[config.mk]
export PLATFORM = sky130hd
export DESIGN_NAME = hit_pulse_monitor
export DESIGN_NICKNAME = d
export VERILOG_FILES = /design/src/rtl/hit_pulse_monitor.sv
export SDC_FILE = /design/constraint.sdc
export NUM_CORES = 1
export LEC_CHECK = 0
export CAP_MARGIN = 20
export CORE_AREA = 2 2 217 133
export DETAILED_ROUTE_END_ITERATION = 16
export DIE_AREA = 0 0 219 135
export PLACE_DENSITY_LB_ADDON = 0.12
export REMOVE_ABC_BUFFERS = 1
export SYNTH_ARGS = -nofsm -noshare
export SYNTH_HDL_FRONTEND = slang
export SYNTH_SLANG_ARGS = --single-unit
[constraint.sdc]
create_clock -name clk -period 13.56 [get_ports clk]
set_clock_uncertainty 0.15 [all_clocks]
set_input_delay 2.712 -clock clk [delete_from_list [all_inputs] [get_ports clk]]
set_output_delay 2.712 -clock clk [all_outputs]
set_load 0.03 [all_outputs]
[src/rtl/hit_pulse_monitor.sv]
// hit_pulse_monitor: receive-side checker for the test-pulse path.
// Measures width/period on one selected hit line, counts hits and triggers, flags mismatches.
//
// state | meaning
// IDLE  | waiting for the first leading edge on the selected channel
// HIGH  | selected pulse active; width and period counters running
// LOW   | between pulses; period counter running until the next leading edge
module hit_pulse_monitor #(
  parameter int NCH  = 24,
  parameter int MW   = 12,
  parameter int CNTW = 32
) (
  input  logic            clk,
  input  logic            rst,
  input  logic [NCH-1:0]  hit_in,
  input  logic            trigger_in,
  input  logic            inv,
  input  logic            enable,
  input  logic            clear,
  input  logic [4:0]      ch_sel,
  input  logic [MW-1:0]   expect_width,
  input  logic [MW-1:0]   expect_interval,
  input  logic [MW-1:0]   expect_ratio,
  output logic [MW-1:0]   meas_width,
  output logic [MW-1:0]   meas_interval,
  output logic            width_valid,
  output logic            interval_valid,
  output logic [CNTW-1:0] hit_count,
  output logic [CNTW-1:0] trig_count,
  output logic            width_err,
  output logic            interval_err,
  output logic            ratio_err,
  output logic [15:0]     err_count,
  output logic [NCH-1:0]  active_mask
);

  typedef enum logic [1:0] {S_IDLE, S_HIGH, S_LOW} state_t;

  localparam logic [MW-1:0]   M_ONE = MW'(1);
  localparam logic [MW-1:0]   M_MAX = {MW{1'b1}};
  localparam logic [CNTW-1:0] C_ONE = CNTW'(1);
  localparam logic [5:0]      NCH_W = 6'(NCH);

  state_t         state;
  logic [NCH-1:0] act, act_d;
  logic           trig_act, trig_act_d;
  logic [4:0]     ch_sel_q;
  logic [MW-1:0]  wcnt, pcnt, hits_since;
  logic           first_trig_pending;

  // Input stage is not touched by clear so that clear never fabricates an edge.
  always_ff @(posedge clk) begin
    if (rst) begin
      act        <= '0;
      act_d      <= '0;
      trig_act   <= 1'b0;
      trig_act_d <= 1'b0;
      ch_sel_q   <= '0;
    end else begin
      act        <= hit_in ^ {NCH{inv}};
      act_d      <= act;
      trig_act   <= trigger_in ^ inv;
      trig_act_d <= trig_act;
      ch_sel_q   <= ch_sel;
    end
  end

  logic [NCH-1:0] lead;
  logic           sel_valid, sel_change, sel_act, sel_act_d, sel_lead, sel_trail;
  logic           trig_lead, ev_ok, hit_ev, trig_ev;
  logic           w_mis, i_mis, r_mis;
  logic [MW-1:0]  wcnt_inc, pcnt_inc, i_val, hits_next;
  logic [1:0]     err_inc;
  logic [16:0]    err_sum;
  logic [15:0]    err_next;

  always_comb begin
    lead       = act & ~act_d;
    sel_valid  = {1'b0, ch_sel_q} < NCH_W;
    sel_change = ch_sel != ch_sel_q;
    sel_act    = 1'b0;
    sel_act_d  = 1'b0;
    if (sel_valid) begin
      sel_act   = act[ch_sel_q];
      sel_act_d = act_d[ch_sel_q];
    end
    sel_lead  = sel_act & ~sel_act_d;
    sel_trail = ~sel_act & sel_act_d;
    trig_lead = trig_act & ~trig_act_d;

    ev_ok   = enable & ~sel_change;
    hit_ev  = ev_ok & sel_lead & (state != S_HIGH);
    trig_ev = enable & trig_lead;

    wcnt_inc = (wcnt == M_MAX) ? M_MAX : wcnt + M_ONE;
    pcnt_inc = (pcnt == M_MAX) ? M_MAX : pcnt + M_ONE;
    i_val    = (pcnt == M_MAX) ? M_MAX : pcnt - M_ONE;

    // A saturated counter always reports a mismatch, even against an all-ones expectation.
    w_mis = ev_ok & (state == S_HIGH) & sel_trail &
            ((wcnt == M_MAX) | (wcnt != expect_width));
    i_mis = ev_ok & (state == S_LOW) & sel_lead &
            ((pcnt == M_MAX) | (i_val != expect_interval));

    hits_next = (hits_since == M_MAX) ? M_MAX
              : hits_since + {{(MW-1){1'b0}}, hit_ev};
    r_mis = trig_ev & ~first_trig_pending & (expect_ratio != '0) &
            (hits_next != expect_ratio);

    err_inc  = {1'b0, w_mis} + {1'b0, i_mis} + {1'b0, r_mis};
    err_sum  = {1'b0, err_count} + {15'b0, err_inc};
    err_next = err_sum[16] ? 16'hFFFF : err_sum[15:0];
  end

  always_ff @(posedge clk) begin
    if (rst || clear) begin
      state              <= S_IDLE;
      wcnt               <= '0;
      pcnt               <= '0;
      hits_since         <= '0;
      first_trig_pending <= 1'b1;
      meas_width         <= '0;
      meas_interval      <= '0;
      width_valid        <= 1'b0;
      interval_valid     <= 1'b0;
      hit_count          <= '0;
      trig_count         <= '0;
      width_err          <= 1'b0;
      interval_err       <= 1'b0;
      ratio_err          <= 1'b0;
      err_count          <= '0;
      active_mask        <= '0;
    end else if (!enable) begin
      state          <= S_IDLE;
      width_valid    <= 1'b0;
      interval_valid <= 1'b0;
    end else begin
      width_valid    <= 1'b0;
      interval_valid <= 1'b0;
      active_mask    <= active_mask | lead;
      err_count      <= err_next;
      if (w_mis) width_err    <= 1'b1;
      if (i_mis) interval_err <= 1'b1;
      if (r_mis) ratio_err    <= 1'b1;
      if (hit_ev) hit_count <= hit_count + C_ONE;

      if (trig_ev) begin
        trig_count         <= trig_count + C_ONE;
        hits_since         <= '0;
        first_trig_pending <= 1'b0;
      end else begin
        hits_since <= hits_next;
      end

      if (sel_change) begin
        state <= S_IDLE;
      end else begin
        case (state)
          S_IDLE: begin
            if (sel_lead) begin
              state <= S_HIGH;
              wcnt  <= M_ONE;
              pcnt  <= M_ONE;
            end
          end
          S_HIGH: begin
            pcnt <= pcnt_inc;
            if (sel_trail) begin
              state       <= S_LOW;
              meas_width  <= wcnt;
              width_valid <= 1'b1;
            end else if (sel_act) begin
              wcnt <= wcnt_inc;
            end
          end
          S_LOW: begin
            if (sel_lead) begin
              state          <= S_HIGH;
              meas_interval  <= i_val;
              interval_valid <= 1'b1;
              wcnt           <= M_ONE;
              pcnt           <= M_ONE;
            end else begin
              pcnt <= pcnt_inc;
            end
          end
          default: state <= S_IDLE;
        endcase
      end
    end
  end

endmodule

==> After elaboration in Yosys (flattened, before gate mapping) <==
Index checks and enable logic that the tools add are counted.
{ "op_classes": {"eq_ne": 15, "muxes": 23, "n_lt_le_gt_ge": 2, "add_sub_neg": 9, "reduce_logical": 19, "n_bitwise": 31} }
{ "op_table": {"columns": ["op", "n"], "rows": [
  ["2-to-1 mux 12 bit", 9],
  ["adder 32 x 1 -> 32 bit, second input constant", 2],
  ["== test 12 bit, second input constant", 3],
  ["!= test 12 bit", 3],
  ["one-hot mux 12 bit (3 select lines)", 1],
  ["adder 12 x 1 -> 12 bit, second input constant", 2],
  ["AND 24 bit", 1],
  ["NOT 24 bit", 1],
  ["bitwise OR 24 bit", 1],
  ["one-hot mux 12 bit (2 select lines)", 1],
  ["bitwise XOR 24 bit", 1],
  ["adder 16 x 2 -> 17 bit", 1],
  ["AND 1 bit", 16],
  ["2-to-1 mux 16 bit", 1],
  ["adder 12 x 1 -> 12 bit", 1],
  ["AND reduction 2 bit", 6],
  ["AND reduction 4 bit", 3],
  ["nonzero test 12 bit", 1],
  ["subtractor 12 x 1 -> 12 bit, second input constant", 1],
  ["binary-select mux 1 bit (select 5 bit)", 2],
  ["!= test 2 bit, second input constant", 4],
  ["NOT 1 bit", 8],
  ["OR reduction 4 bit", 2],
  ["< comparator 5 x 6 -> 1 bit, second input constant", 1],
  ["19 further kinds", 27]
]} }
{ "word_totals": {"inputBits": 71, "word_cells": 120, "reg_bits": 227, "output_inout_bits": 133} }

==> Longest topological paths before layout <==
Gate-level depths: netlist of run 1.
{ "depth": {"ltp_word": 14, "ltp_mapped": 29, "depth_no_buf": 25} }

==> Least setup slack after synthesis of run 1 <==
Ideal clock, no wire load.
{ "synth_timing": {"kind": "input -> register", "from": "input ch_sel[0]", "to": "register err_count[0]", "path_slack_ns": 5.593, "arrival_time_ns": 7.746, "cell_stages": 25, "path_buffers": 2, "t_required_ns": 13.339, "setup_ns": 0.071, "cell_sequence": "xor2_1 -> nor4_1 -> and3_1 -> buf_2 -> and2_1 -> nand3_4 -> inv_1 -> ha_1 -> ha_1 -> nand3_1 -> or3_1 -> a311oi_1 -> o211ai_1 -> a21o_1 -> a211oi_1 -> a31o_2 -> fa_1 -> inv_1 -> ha_1 -> fa_1 -> nand3_1 -> or2_2 -> or3_1 -> clkbuf_1 -> a21oi_1"} }
{ "synth_via": {"elab_chain_cells": 12, "elab_cells_between_ends": 19, "cone_classes": "add/sub: 4; eq/ne: 2; mux: 2; bitwise: 11"} }
{ "synth_rtl": {"columns": ["element", "line_no", "rtl"], "rows": [
  ["start, declared", "20", "input logic [4:0] ch_sel,"],
  ["!= test 5 bit *", "80", "sel_change = ch_sel != ch_sel_q;"],
  ["NOT 1 bit (no line) *", null, null],
  ["AND 1 bit *", "91", "ev_ok = enable & ~sel_change;"],
  ["AND 1 bit (2 in a row)", "92", "hit_ev = ev_ok & sel_lead & (state != S_HIGH);"],
  ["adder 12 x 1 -> 12 bit", "106", ": hits_since + {{(MW-1){1'b0}}, hit_ev};"],
  ["2-to-1 mux 12 bit", "105", "hits_next = (hits_since == M_MAX) ? M_MAX"],
  ["!= test 12 bit", "108", "(hits_next != expect_ratio);"],
  ["AND 1 bit", "107", "r_mis = trig_ev & ~first_trig_pending & (expect_ratio != '0) &"],
  ["adder 2 x 1 -> 2 bit *", "110", "err_inc = {1'b0, w_mis} + {1'b0, i_mis} + {1'b0, r_mis};"],
  ["adder 16 x 2 -> 17 bit *", "111", "err_sum = {1'b0, err_count} + {15'b0, err_inc};"],
  ["2-to-1 mux 16 bit *", "112", "err_next = err_sum[16] ? 16'hFFFF : err_sum[15:0];"],
  ["end signal, assigned", "141", "err_count <= err_next;"],
  ["end, declared", "33", "output logic [15:0] err_count,"]
]} }
Every way passes the cells marked *; elsewhere a longest branch is shown, timed or not.
A chain may end at the register's enable or synchronous reset.

==> Final worst setup path of run 1 <==
{ "layout_timing": {"from": "input ch_sel[0]", "to": "register err_count[5]"} }
The elaborated chain is that of the path after synthesis.

==> results of run 1 <==
-- synth_stat cells (8+ instances only) --
| master | number |
|---|---|
| o21ai_0 | 33 |
| nand2_1 | 75 |
| xnor2_1 | 84 |
| a22o_1 | 9 |
| a211oi_1 | 20 |
| o21ai_1 | 8 |
| nand3_1 | 53 |
| nor3_1 | 30 |
| mux2i_1 | 28 |
| dfxtp_1 | 227 |
| inv_1 | 61 |
| and3_1 | 36 |
| a21oi_1 | 49 |
| nand4_1 | 21 |
| o22ai_1 | 9 |
| nor2_1 | 175 |
| and4_1 | 8 |
| nor2b_1 | 35 |
| xor2_1 | 56 |
| buf_2 | 10 |
| a31oi_1 | 30 |
| ha_1 | 13 |
| nor4_1 | 26 |
| clkbuf_1 | 48 |
| and2_1 | 9 |
-- state kept, by name (all words and copies together), names as in the netlist --
name                flops
ratio_err               1
first_trig_pending      1
pcnt                   12
hits_since             12
meas_interval          12
err_count              16
hit_count              32
act                    24
wcnt                   12
interval_valid          1
trig_count             32
width_valid             1
width_err               1
act_d                  24
meas_width             12
trig_act                1
trig_act_d              1
state                   2
ch_sel_q                5
active_mask            24
interval_err            1
-- where the power goes --
group | internal [uW] | switching [uW] | leakage (uW)
logic | 50.1 | 55.8 | 0.00264
registers | 680 | 9.69 | 0.00184
clock network | 391 | 269 | 0.000390
total | 1120 | 335 | 0.00488
-- cell usage in the layout, fill, tap and decap left out, types with 4 or more instances in the layout --
cell,count
mux2i_1,28
dfxtp_1,227
a21oi_1,49
clkdlybuf4s50_1,201
and4_1,8
nor4_1,25
clkbuf_16,23
nor2_1,175
nand2b_1,5
or3_1,7
clkbuf_8,4
nand4_1,21
xor2_1,56
o21ai_1,8
nor4_2,5
o211ai_1,5
and3_1,36
a22o_1,9
o21ai_0,33
nand2_1,75
a31oi_1,30
buf_4,8
and2_1,9
nand3_1,53
o22ai_1,9
a211oi_1,20
clkinv_2,7
ha_1,13
nor3_1,30
inv_1,61
xnor2_1,84
or4_1,5
nor2b_1,35
o2bb2ai_1,7
a311oi_1,5
-- final cells by class --
class | instances | area [um2]
inverter | 61 | 229.0
clock inverter | 11 | 133.9
multi-input combinational | 909 | 5819
tap | 367 | 459.2
sequential | 227 | 4544
fill | 2676 | 13490
timing repair buffer | 211 | 2082
clock buffer | 30 | 641.9
-- worst min-delay path: cells and delay by family, from the launching register on --
| family | cells | cell delay, ps |
|---|---|---|
| flip-flops | 1 | 310 |
| AND/OR/NAND/NOR | 2 | 90 |
-- cell families (layout without fill, tap and decap cells) --
logic type               Yosys count  count (layout)  synth area share [%]
multiplexers                      33              33                 3.397
AO/OA/AOI/OAI                    211             211                 12.95
adder cells (fa/ha/maj)           15              15                 1.859
AND/OR/NAND/NOR                  508             508                 23.44
XOR/XNOR                         142             142                 11.66
buffers and inverters            131             313                 5.015
flip-flops                       227             227                 41.68
-- worst min path at each step --
stage / startpoint / endpoint / slack [ps] / cells past startpoint
after floorplan: first_trig_pending / first_trig_pending / 270 / 2
after global placement: first_trig_pending / first_trig_pending / 280 / 2
after detailed placement: first_trig_pending / first_trig_pending / 290 / 2
after CTS: first_trig_pending / first_trig_pending / 300 / 2
after global routing: first_trig_pending / first_trig_pending / 300 / 2
final: first_trig_pending / first_trig_pending / 290 / 2
-- stage by stage --
step                      power [uW]  hold slack, ps  instances
after global placement         810.1           285.0       1775
after floorplan                757.5           271.6       1197
after CTS                       1479           295.6       1816
after detailed placement       810.6           285.9       1775
after global routing            1514           304.5       1816
final                           1455           292.0       1816
-- per-layer routing --
metal,global-route usage [%],vias up,share of wire [%]
li1,-,4735,-
met1,30.85,4335,53
met2,26.72,255,40
met3,3.716,27,5.5
met4,3.416,0,1.4
met5,0,-,0
==> out/qor.yml, run 1 <==
cts_hold_buf: 0
crit_fanout: 18
cp.arrival_ps: 9360
ctsResizeCount: 0
ys_async_sr_fraction_pct: 0
final-max-slew-violation-count: 0
status: "finished, final reports clean"
setup_viol: 0
max_freq_ghz: 0.1105
ant_nets: 0
yosysWarnings: 0
cp_num_cells: 25
nets: 1519
reg2reg_depth: 24
cpPeakStageDelay_ps: 560
rows: 47
holdCritPathClass: "flop to flop"
reg2reg_to: "err_count[5]"
routedWlPerCell_um: 16.01
grt_max_degree: 86
synthesis.area_mm2: 0.01090
dp_hpwl_mm: 20.67
syn_to_final_growth_pct: 27.59
crit_family: "simple AND/OR/NAND/NOR gates"
crit_required_ps: 13870
final_util_pct: 50.76
core_mm2: 0.02740
antenna_found_initial: 0
cts-root-buf: "clkbuf_16"
drc: 0
synth_top_area_cell: "dfxtp_1"
cts_buffers: 23
cts_setup_buffers: 0
vdd_drop_max_mv: 0.07672
path_common_cell: "ha_1"
yosys-top-cells-area: "dfxtp_1 42%, xnor2_1 6.7%, nor2_1 6.0%"
gr-usage-all-layers_pct: 19.38
grt-ovfl-total: 0
fin_area_mm2: 0.01391
r2r_slack_ps: 6240
synthCells: 1267
clkTransAtPathRegs_ps: 60
ys_types: 76
fin_ws_ps: 4509
dieArea_mm2: 0.02957
antennaDiodeCount: 0
crit_end: "err_count[5]"
die_y_um: 135
clk_latency_ps: 530
rsz0062_at_grt: "no"
initial_core_util_pct: 39.78
num_io_pins: 204
period_share_pct: 66.75
dr.first_iter.drc_count: 588
worstMarginPinSlew_ps: 1045
place.gp.congestion: 0.8347
first_pass_iters: 5
criticalPathCategory: "input pin to flop"
drive_gt1_share_pct: 5.314
p_leak_uw: 0.004875
grt_pass1_wl_mm: 46.41
synth-seq-cells: 227
cts_tree: "done"
maxCapViolations: 0
cts.path.max_buffers: 3
avgSynthCellArea_um2: 8.604
htreeDepth: 1
crit_path_start_kind: "input pin"
crit_buf_inv: 3
port_buffers: 203
powerDensity_mw_per_mm2: 104.6
grt_pass1_vias: 8549
synth_edf_count: 0
relSlewSlack_pct: 30.30
rr_startpoint: "ch_sel_q[1]"
crit_path_top_delay_cell: "or3_1"
finalCriticalPeriod_ps: 9051
dp_slack_ps: 4035
dpl_cell_area_mm2: 0.01313
tns_ps: 0
dr_total_vias: 9352
die_w_um: 219
crit_start: "ch_sel[0]"
viasPerCell: 5.150
wl_mm: 29.07
cts_sinks: 227
hold_violations: 0
seq_area_frac_synth_pct: 41.68
yosysTopAreaCellShare_pct: 41.68
endpoint_kind: "flop"
synthFlopType: "dfxtp_1"
No activity file was read; power rests on OpenSTA's default activity.
==> run 2: changes to the inputs <==
Clock period 13.56 ns to 7.6 ns, I/O delays scaled along.
==> run 2 against run 1 <==
Die area did not move. Setup slack got worse by 3900 ps. First-iteration DRC count grew 21%.
==> out/qor.yml, run 2 (same netlist as run 1, synthesis figures left out) <==
vdd_drop_max_mv: 0.1507  # +96%
dr_total_vias: 9403  # +0.55%
cts_setup_buffers: 0  # unchanged
final_util_pct: 51.08  # +0.32 points
ant_nets: 0  # unchanged
clk_latency_ps: 530  # about the same
drc: 0  # unchanged
die_w_um: 219  # unchanged
layout.cells.most_common: "dfxtp_1"
relSlewSlack_pct: 30.79  # +0.48 points
fillers: 2649  # -1.0%
crit_required_ps: 7920  # -5950 ps
dr.first_iter.drc_count: 709  # +21%
criticalPathCategory: "input pin to flop"
nets: 1529  # +0.66%
grt_pass1_vias: 8755  # +2.4%
port_buffers: 203  # unchanged
holdCritPathClass: "flop to flop"
rr_startpoint: "ch_sel_q[1]"
dpl_cell_area_mm2: 0.01321  # +0.57%
cts_tree: "done"
grt_max_degree: 82  # -4.7%
finalCriticalPeriod_ps: 7002
gr-usage-all-layers_pct: 19.79  # +0.41 points
core_mm2: 0.02740  # unchanged
dp_hpwl_mm: 21.17  # +2.4%
antennaDiodeCount: 0  # unchanged
finalPower_uw: 2609  # +79%
fin_area_mm2: 0.01400  # +0.64%
fin_ws_ps: 598.1  # -3911 ps
crit_fanout: 12  # -6
syn_to_final_growth_pct: 28.41
initial_core_util_pct: 39.78  # unchanged
cts_hold_buf: 0  # unchanged
endpoint_kind: "flop"
largest_registers: "hit_count x32, trig_count x32"
cts_sinks: 227  # unchanged
antenna_found_initial: 0  # unchanged
first_pass_iters: 5  # unchanged
htreeDepth: 1  # unchanged
wl_mm: 29.81  # +2.6%
routedWlPerCell_um: 16.32  # +1.9%
viasPerCell: 5.147  # about the same
cts.path.max_buffers: 3  # unchanged
holdWs_ps: 299.4  # +7.416 ps
rows: 47  # unchanged
hp-start: "ratio_err"
grt_pass1_wl_mm: 47.46  # +2.3%
p_leak_uw: 0.004914  # +0.80%
ctsResizeCount: 0  # unchanged
hold_violations: 0  # unchanged
max_freq_ghz: 0.1428
worstMarginPinSlew_ps: 1038  # -7.243 ps
setup_viol: 0  # unchanged
powerDensity_mw_per_mm2: 186.4  # +78%
clkTransAtPathRegs_ps: 60  # about the same
grt-ovfl-total: 0  # unchanged
crit_path_start_kind: "input pin"
cp.arrival_ps: 7320  # -2040 ps
dp_slack_ps: -73.84  # -4109 ps
dieArea_mm2: 0.02957  # unchanged
rsz0062_at_grt: "no"
final-max-slew-violation-count: 0  # unchanged
cts-root-buf: "clkbuf_16"
die_y_um: 135  # unchanged
status: "finished, final reports clean"
drive_gt1_share_pct: 6.233  # +0.92 points
place.gp.congestion: 0.8902  # +6.6%
num_io_pins: 204  # unchanged
cts_buffers: 23  # unchanged
period_share_pct: 92.13
crit_start: "ch_sel[0]"
layout_common_cells: "227 x dfxtp_1, 201 x clkdlybuf4s50_1, 175 x nor2_1, 84 x xnor2_1, 75 x nand2_1"
maxCapViolations: 0  # unchanged
==> run 2: layout make-up <==
cell class	instances	area [um2]	area share, %
inverter	61	229.0	1.636
tap	367	459.2	3.280
clock buffer	29	648.1	4.630
multi-input combinational	909	5824	41.61
sequential	227	4544	32.46
clock inverter	13	136.4	0.9743
timing repair buffer	221	2157	15.41
==> run 2: worst paths after layout <==
| path | endpoint | slack [ps] | depth (start not counted) |
|---|---|---|---|
| worst max-delay path | err_count[5] | 600 | 25 |
| worst min-delay path | ratio_err | 300 | 2 |
| worst max register to register | err_count[5] | 810 | 23 |
| worst min register to register | ratio_err | 300 | 2 |
==> run 2: metal layers <==
| layer | part of all wire (%) | wire [um] | vias up | global-route usage, % |
|---|---|---|---|---|
| li1 | - | - | 4762 | - |
| met1 | 52 | 15620 | 4338 | 30.55 |
| met2 | 40 | 11860 | 255 | 28.23 |
| met3 | 6.0 | 1785 | 48 | 3.964 |
| met4 | 1.8 | 547 | 0 | 3.716 |
| met5 | 0 | 0 | - | 0 |
==> run 2: power by group <==
part | internal [uW] | total (uW) | switching, uW | leakage (uW)
Sequential | 1210 | 1230 | 19.0 | 0.00184
Clock | 677 | 1190 | 509 | 0.000378
Combinational | 90.6 | 191 | 100 | 0.00269
Total | 1980 | 2610 | 629 | 0.00491
==> run 2: per-stage QoR <==
step	cells	setup TNS, ps
finish	1827	0
CTS	1827	0
global route	1827	0
detailed placement	1785	-311.9
global placement	1785	0
floorplan	1197	0
==> run 2: worst max-delay path, cell delays in order <==
cell             delay, ps
clkdlybuf4s50_1        430
xor2_1                 150
nor4_1                 310
and3_1                 250
and2_1                 210
nand3_4                 90
inv_1                  100
ha_1                   230
ha_1                   280
nand3_1                110
or3_1                  370
a311oi_1               340
o211ai_1               150
a21o_1                 170
a211oi_1               230
a31o_2                 280
fa_1                   430
inv_1                   60
ha_1                   180
fa_1                   250
nand3_1                130
or2_2                  360
or3_4                  460
o21a_1                 130
nor2_1                  70
==> run 3: changes to the inputs <==
Settings changed: CTS_CLUSTER_SIZE set to 20, GPL_TIMING_DRIVEN set to 0, SLEW_MARGIN set to 10.
==> run 3 against run 2 <==
Combinational power hardly changed. Clock-buffer cell count is 3 higher. Fmax is 2.7% lower. Setup slack worse by 200 ps. First-iteration DRC count is 21% lower. Final cell count is 0.55% lower. Utilization is 0.15 points higher. Critical path type unchanged. Critical endpoint unchanged. Largest cell class unchanged.
==> out/qor.yml, run 3 (same netlist as run 1, synthesis figures left out) <==
worstMarginPinSlew_ps: 955.7  # -82.52 ps
layout.cells.most_common: "dfxtp_1"
cpPeakStageDelay_ps: 460  # about the same
powerDensity_mw_per_mm2: 187.8  # +0.75%
rr_startpoint: "ch_sel_q[1]"
multi_input_area_mm2: 0.005842  # +0.30%
fillers: 2635  # -0.53%
gr-usage-all-layers_pct: 19.23  # -0.56 points
fin_ws_ps: 400.3  # -197.8 ps
htreeDepth: 1  # unchanged
crit_path_start_kind: "input pin"
grtUsageMet2_pct: 27.60  # -0.63 points
initial_core_util_pct: 39.78  # unchanged
busiest_layer: "met1"
cts.path.max_buffers: 3  # unchanged
use_met1_pct: 29.57  # -0.99 points
relSlewSlack_pct: 36.29  # +5.5 points
crit_family: "simple AND/OR/NAND/NOR gates"
finalCriticalPeriod_ps: 7200  # +197.8 ps
dr_total_vias: 9389  # -0.15%
largest_registers: "hit_count x32, trig_count x32"
port_buffers: 203  # unchanged
die_y_um: 135  # unchanged
final-max-slew-violation-count: 0  # unchanged
crit_buf_inv: 3  # unchanged
crit_required_ps: 7910  # about the same
seqCellArea_mm2: 0.004544  # unchanged
dp_hpwl_mm: 20.68  # -2.3%
drc: 0  # unchanged
syn_to_final_growth_pct: 28.78
endpoint_kind: "flop"
cts-root-buf: "clkbuf_16"
core_mm2: 0.02740  # unchanged
crit_start: "ch_sel[0]"
reg2reg_to: "err_count[5]"
first_pass_iters: 5  # unchanged
cts_sinks: 227  # unchanged
hold_violations: 0  # unchanged
maxCapViolations: 0  # unchanged
holdCritPathClass: "flop to flop"
hp-start: "width_err"
cts_tree: "done"
final_util_pct: 51.23  # +0.15 points
use_met3_pct: 3.829  # -0.14 points
layout_common_cells: "227 x dfxtp_1, 200 x clkdlybuf4s50_1, 175 x nor2_1, 84 x xnor2_1, 75 x nand2_1"
p_leak_uw: 0.004892  # -0.45%
crit_fanout: 12  # unchanged
die_w_um: 219  # unchanged
grt-ovfl-total: 0  # unchanged
rsz0062_at_grt: "no"
setup_viol: 0  # unchanged
cp_num_cells: 25  # unchanged
status: "finished, final reports clean"
max_freq_ghz: 0.1389  # -2.7%
grt_max_degree: 69  # -16%
ant_nets: 0  # unchanged
vdd_drop_max_mv: 0.1174  # -22%
grt_pass1_vias: 8522  # -2.7%
path_common_cell: "ha_2"
num_io_pins: 204  # unchanged
period_share_pct: 94.73  # +2.6 points
rows: 47  # unchanged
finalPower_uw: 2637  # +1.1%
nets: 1521  # -0.52%
dieArea_mm2: 0.02957  # unchanged
antennaDiodeCount: 0  # unchanged
crit_end: "err_count[5]"
crit_path_top_delay_cell: "or3_4"
cts_buffers: 23  # unchanged
routedWlPerCell_um: 15.99  # -2.0%
dr.first_iter.drc_count: 557  # -21%
grt_pass1_wl_mm: 46.17  # -2.7%
viasPerCell: 5.167  # +0.40%
clkTransAtPathRegs_ps: 70  # about the same
cp.arrival_ps: 7510  # +190 ps
reg2reg_depth: 25  # +8.7%
antenna_found_initial: 0  # unchanged
dp_slack_ps: -1009  # -935.5 ps
clk_latency_ps: 520  # about the same
drive_gt1_share_pct: 6.000  # -0.23 points
criticalPathCategory: "input pin to flop"
wl_mm: 29.06  # -2.5%
place.gp.congestion: 0.8169  # -8.2%
r2r_slack_ps: 850  # +40 ps
==> run 3: worst min path at each step <==
stage	to	cells after the start
after floorplan	first_trig_pending	2
after global placement	width_err	2
after detailed placement	width_err	2
after CTS	width_err	2
after global routing	width_err	2
final	width_err	2
==> run 3: report_power, final <==
| part | switching (uW) | internal, uW |
|---|---|---|
| registers | 17.6 | 1210 |
| logic | 99.0 | 92.5 |
| clock network | 489 | 726 |
==> run 3: metal layers <==
| layer | up-vias | part of all wire (%) |
|---|---|---|
| met5 | - | 0 |
| met4 | 0 | 1.5 |
| met3 | 28 | 5.4 |
| met2 | 204 | 40 |
| met1 | 4403 | 53 |
| li1 | 4754 | - |
==> run 3: worst min-delay path, stage by stage (launching register included) <==
cell,delay (ps)
dfxtp_1,310
inv_1,40
a21oi_1,50
==> run 3: stage by stage <==
stage / cell area, um2 / std cells / hold slack (ps) / setup TNS [ps]
after detailed placement: 13180 / 1774 / 286.9 / -13980
after floorplan: 10580 / 1197 / 271.6 / 0
after global routing: 14040 / 1817 / 325.5 / 0
after global placement: 13080 / 1767 / 284.3 / -38490
after CTS: 14010 / 1815 / 295.7 / 0
final: 14040 / 1817 / 291.3 / 0
==> run 3: final cells by class <==
| type | count | share of cell area, % |
|---|---|---|
| Clock buffer | 32 | 4.839 |
| Clock inverter | 8 | 0.9090 |
| Inverter | 61 | 1.658 |
| Multi-Input combinational cell | 909 | 41.61 |
| Sequential cell | 227 | 32.37 |
| Tap cell | 367 | 3.271 |
| Timing Repair Buffer | 213 | 15.35 |
==> run 3: repair_timing <==
item	4_1_cts	5_1_grt
hold buffers	0	0
setup buffers	1	2
endpoints found under the setup margin	15	15
gates resized for setup	4	4
==> edit 1, RTL diff (settings of run 3) <==
The 3 states of `state_t` get a one-hot encoding in 3 bits.
--- a/src/rtl/hit_pulse_monitor.sv
+++ b/src/rtl/hit_pulse_monitor.sv
@@ -35,5 +35,5 @@
 );
 
-  typedef enum logic [1:0] {S_IDLE, S_HIGH, S_LOW} state_t;
+  typedef enum logic [2:0] {S_IDLE = 3'b001, S_HIGH = 3'b010, S_LOW = 3'b100} state_t;
 
   localparam logic [MW-1:0]   M_ONE = MW'(1);
Check against the original RTL: same outputs for any inputs over 4 cycles, from zero or initial values and one cycle with rst high; so few cycles prove little.
==> edit 1 against run 3 <==
Core utilization increased by 0.44 points; power decreased by 3.0%; cell area increased by 0.86%; clock power decreased by 7%; sequential cell count increased by 1; global-route usage increased by 0.77 points; setup slack improved by 81 ps; critical path depth decreased by 1; synthesized area increased by 1.5%; via count increased by 2.7%; routed wire length increased by 4.5%; register-to-register slack got worse by 230 ps; non-clock buffer count increased by 1; highest routed layer unchanged.
==> edit 1: results (changes against run 3) <==
DP Area - 13,340 um^2 (was 13,180 um^2)
sequential element share of the synthesized area - 41.25% (was 41.68%)
met2 WL - 12,940 um (was 11,730 um)
launch point of the critical path - ch_sel[1] (was ch_sel[0])
Setup WS pre-CTS - -977.4 ps (was -1009 ps)
Mapped Cells - 1,276 (was 1,267)
met2 GRT Util - 29.98% (was 27.60%)
GRT Overall Usage - 20.00% (was 19.23%)
GR Util met1 - 30.23% (was 29.57%)
via count - 9,639 (was 9,389)
routed wl met3 - 1470 um (was 1578 um)
wire length per cell - 16.70 um (was 15.99 um)
Max VDD drop - 0.1262 mV (was 0.1174 mV)
cell leakage power - 0.005109 uW (was 0.004892 uW)
layout cells sized above 1 - 5.720% (was 6.000%)
Fill cells - 2,615 (was 2,635)
Layout area overhead - 27.98% (was 28.78%)
GP Congestion - 0.8472 (was 0.8169)
crit-path max FO - 11 (was 12)
CP top delay family - simple AND/OR/NAND/NOR gates (unchanged)
clock share of power - 44.3% (was 46.1%)
Max Used Layer - met4 (unchanged)
vias in the first global route - 8,787 (was 8,522)
FF-to-FF Start - ch_sel_q[1]$_SDFF_PP0_ (unchanged)
1st-iter DRT viols - 487 (was 557)
HP Start - first_trig_pending$_SDFFE_PP1P_ (was width_err$_SDFFE_PP0P_)
Distinct cells, synth - 74 (was 76)
internal power component - 1970 uW (was 2031 uW)
first-pass GRT wire length - 47,920 um (was 46,170 um)
Layout Cells excl Fill - 1,818 (was 1,817)
wire length on met1 - 15,610 um (was 15,320 um)
Clock group - 1130 uW (was 1210 uW)
dpl hpwl - 21,580 um (was 20,680 um)
Primary FF master, synth - dfxtp_1 (unchanged)
Arr. time, crit path - 7390 ps (was 7510 ps)
Synth Warn # - 0 (unchanged)
Hold Crit Class - flop to flop (unchanged)
nets - 1,520 (was 1,521)
Max-slew headroom - 34.21% (was 36.29%)
slowest cell on the critical path - fa_1 (was or3_4)
outcome - finished, final reports clean (unchanged)
most frequent cells after synthesis - dfxtp_1, nor2_1, nand2_1 (was dfxtp_1, nor2_1, xnor2_1)
met3 usage - 3.716% (was 3.829%)
ranking of synthesized cells by area - dfxtp_1, nor2_1, xnor2_1 (was dfxtp_1, xnor2_1, nor2_1)
latest clock arrival within the worst-skew pair - 530 ps
largest net degree at the start of global routing - 57 (was 69)
edit 1: logic make-up after synthesis:
kind of cell	after synthesis	share of synthesized area (%)
AOI/OAI and AO/OA	238	14.11
xor gates and xnor gates	110	9.465
adders and majority gates	11	1.380
buffers and inverters	126	4.682
DFF	228	41.25
muxes	54	5.530
and+or+nand+nor	509	23.58
edit 1: what timing repair did:
action,CTS,global route
gates resized for setup,3,6
pin swaps,0,1
buffers inserted,0,3
endpoints found under the setup margin,13,15
hold buffers,0,0
edit 1: cell type report:
cell class              count  area share, %
multi-input cells         922          42.69
flip-flops and latches    228          32.23
repair buffers            214          15.35
clock buffers              31          4.560
well taps                 367          3.243
inverters                  49          1.299
clock inverters             7         0.6274
edit 1: path summary, 6_finish.rpt:
path	slack, ps	to	depth (start not counted)
setup / recovery	480	err_count[10]$_SDFFE_PP0P_	24
hold / removal	300	first_trig_pending$_SDFFE_PP1P_	2
setup reg to reg	620	err_count[10]$_SDFFE_PP0P_	24
hold reg to reg	300	first_trig_pending$_SDFFE_PP1P_	2
==> edit 2, RTL diff (config.mk and constraints of run 3) <==
Made on the original files. Change the parameter `CNTW` from 32 to 48.
--- a/src/rtl/hit_pulse_monitor.sv
+++ b/src/rtl/hit_pulse_monitor.sv
@@ -9,5 +9,5 @@
   parameter int NCH  = 24,
   parameter int MW   = 12,
-  parameter int CNTW = 32
+  parameter int CNTW = 48
 ) (
   input  logic            clk,
Interface: changed (resized hit_count and trig_count); port bits go from 204 to 236. No check against the original RTL was run, so the function may have changed too.
==> edit 2 against run 3 <==
Worst hold slack improved by 10 ps; synthesized cell count rose by 14%; clock power rose by 5%; critical path depth did not move; largest power group unchanged; die area did not move; sequential cell count rose by 32; setup slack improved by 72 ps; core utilization rose by 6.2 points; synthesized area rose by 12%; cell area rose by 12%; power rose by 8.7%; routed wire length rose by 11%.
==> edit 2: results (changes against run 3) <==
reg2reg path depth - 24 (was 25)
Multi-Input Combinational - 1,049 (was 909)
worst hold path stage count - 2 (unchanged)
Async SR Flop Fraction - 0% (unchanged)
wire length per cell - 15.87 um (was 15.99 um)
Max clock buf depth - 3 (unchanged)
biggest regs - hit_count (48), trig_count (48) (was hit_count (32), trig_count (32))
GP Congestion - 0.8598 (was 0.8169)
Synth Warn # - 0 (unchanged)
cell leakage power - 0.005303 uW (was 0.004892 uW)
initial antenna violation count - 0 (unchanged)
layout cells sized above 1 - 4.431% (was 6.000%)
met3 usage - 3.311% (was 3.829%)
Slew @ Worst Pin - 1071 ps (was 955.7 ps)
GRT Overall Usage - 21.37% (was 19.23%)
proportion of cell area occupied by registers - 32.96% (was 32.37%)
Distinct cells, synth - 63 (was 76)
PortBufs - 235 (was 203)
CTS buffer count - 26 (was 23)
Arr. time, crit path - 7400 ps (was 7510 ps)
total number of H-tree levels - 1 (unchanged)
vias per cell - 5.292 (was 5.167)
DP Area - 14,850 um^2 (was 13,180 um^2)
Fill cells - 2,519 (was 2,635)
outcome - finished, final reports clean (unchanged)
clock buffer count - 41 (was 32)
sequential element share of the synthesized area - 42.57% (was 41.68%)
Primary FF master, synth - dfxtp_1 (unchanged)
Hold Crit Class - flop to flop (unchanged)
antenna cells - 0 (unchanged)
area of the multi-input gates - 6480 um^2 (was 5842 um^2)
drt pass-1 iters - 5 (unchanged)
vias in the first global route - 9,693 (was 8,522)
1st-iter DRT viols - 767 (was 557)
NonClk Buf Share - 15.93% (was 15.35%)
latest clock arrival within the worst-skew pair - 540 ps (was 520 ps)
Non-clk invs - 72 (was 61)
Max VDD drop - 0.2176 mV (was 0.1174 mV)
nets - 1,739 (was 1,521)
CTS clk-pin slew, worst paths - 60 ps
ranking of synthesized cells by area - dfxtp_1, xnor2_1, nor2_1 (unchanged)
dpl hpwl - 22,990 um (was 20,680 um)
FFs & Latches - 259 (was 227)
crit-path max FO - 9 (was 12)
Clock-cell share - 5.281% (was 5.748%)
CTS root buffer - clkbuf_16 (unchanged)
largest net degree at the start of global routing - 60 (was 69)
Non-Clock Buffer Count - 245 (was 213)
most frequent cells after synthesis - dfxtp_1, nor2_1, nand2_1 (was dfxtp_1, nor2_1, xnor2_1)
Setup WS pre-CTS - -1351 ps (was -1009 ps)
GR Util met1 - 33.58% (was 29.57%)
met2 GRT Util - 30.63% (was 27.60%)
first-pass GRT wire length - 51,580 um (was 46,170 um)
[edit 2: cell families (layout without fill, tap and decap cells)]
family | count (synthesis) | in the layout | share of synthesized area (%)
buf+inv | 143 | 362 | 4.725
mux | 33 | 33 | 3.030
xor+xnor | 157 | 157 | 11.29
compound gates | 250 | 250 | 12.60
flops | 259 | 259 | 42.57
fa+ha+maj | 15 | 15 | 1.664
simple gates | 593 | 594 | 24.12
[edit 2: layer usage]
| layer | vias to the layer above | part of all wire, % |
|---|---|---|
| li1 | 5458 | - |
| met1 | 5035 | 52 |
| met2 | 252 | 41 |
| met3 | 34 | 5.5 |
| met4 | 0 | 1.6 |
| met5 | - | 0 |
[edit 2: final timing paths]
check / end / from / slack [ps]
worst max-delay path: err_count[12]$_SDFFE_PP0P_ / ch_sel[2] / 470
worst min-delay path: meas_interval[3]$_SDFFE_PP0P_ / meas_interval[3]$_SDFFE_PP0P_ / 300
worst max register to register: err_count[12]$_SDFFE_PP0P_ / ch_sel_q[1]$_SDFF_PP0_ / 600
worst min register to register: meas_interval[3]$_SDFFE_PP0P_ / meas_interval[3]$_SDFFE_PP0P_ / 300
[edit 2: metrics by stage]
step | cells | total power, uW | util [%] | hold slack, ps
2_1_floorplan | 1379 | 1520 | - | 271.8
3_3_place_gp | 1981 | 1611 | 53.59 | 284.6
3_5_place_dp | 1990 | 1621 | 54.19 | 296.8
4_1_cts | 2036 | 2897 | 57.34 | 305.0
5_1_grt | 2037 | 2974 | 57.41 | 319.4
6_report | 2037 | 2866 | 57.41 | 301.3
[edit 2: worst max-delay path: stages]
cell and delay (ps):
clkdlybuf4s50_1 460, xor2_1 170, nor4_2 390, and3_4 350, nand4_4 120, inv_1 100, ha_1 210, ha_1 290
nand3_2 210, nor2_1 140, nand2_1 80, xnor2_1 320, mux2i_1 120, or3_1 430, o31ai_4 440, fa_1 500
inv_1 70, ha_1 170, fa_1 220, and4_1 240, and3_1 220, and3_1 230, and3_1 190, nand3_1 80
o211a_1 120
[edit 2: power by group]
group | switching [uW] | leakage [uW] | internal [uW]
clock | 539 | 0.000406 | 734
sequential | 17.1 | 0.00210 | 1380
combinational | 105 | 0.00280 | 90.8
total | 661 | 0.00530 | 2210
[edit 2: timing repair]
| action | in CTS | in global routing |
|---|---|---|
| buffers inserted | 0 | 1 |
| gates cloned | 1 | 0 |
| resized for setup | 4 | 2 |
| endpoints found under the hold margin | 0 | 0 |
| setup endpoints to repair | 16 | 15 |
| pin swaps | 1 | 2 |
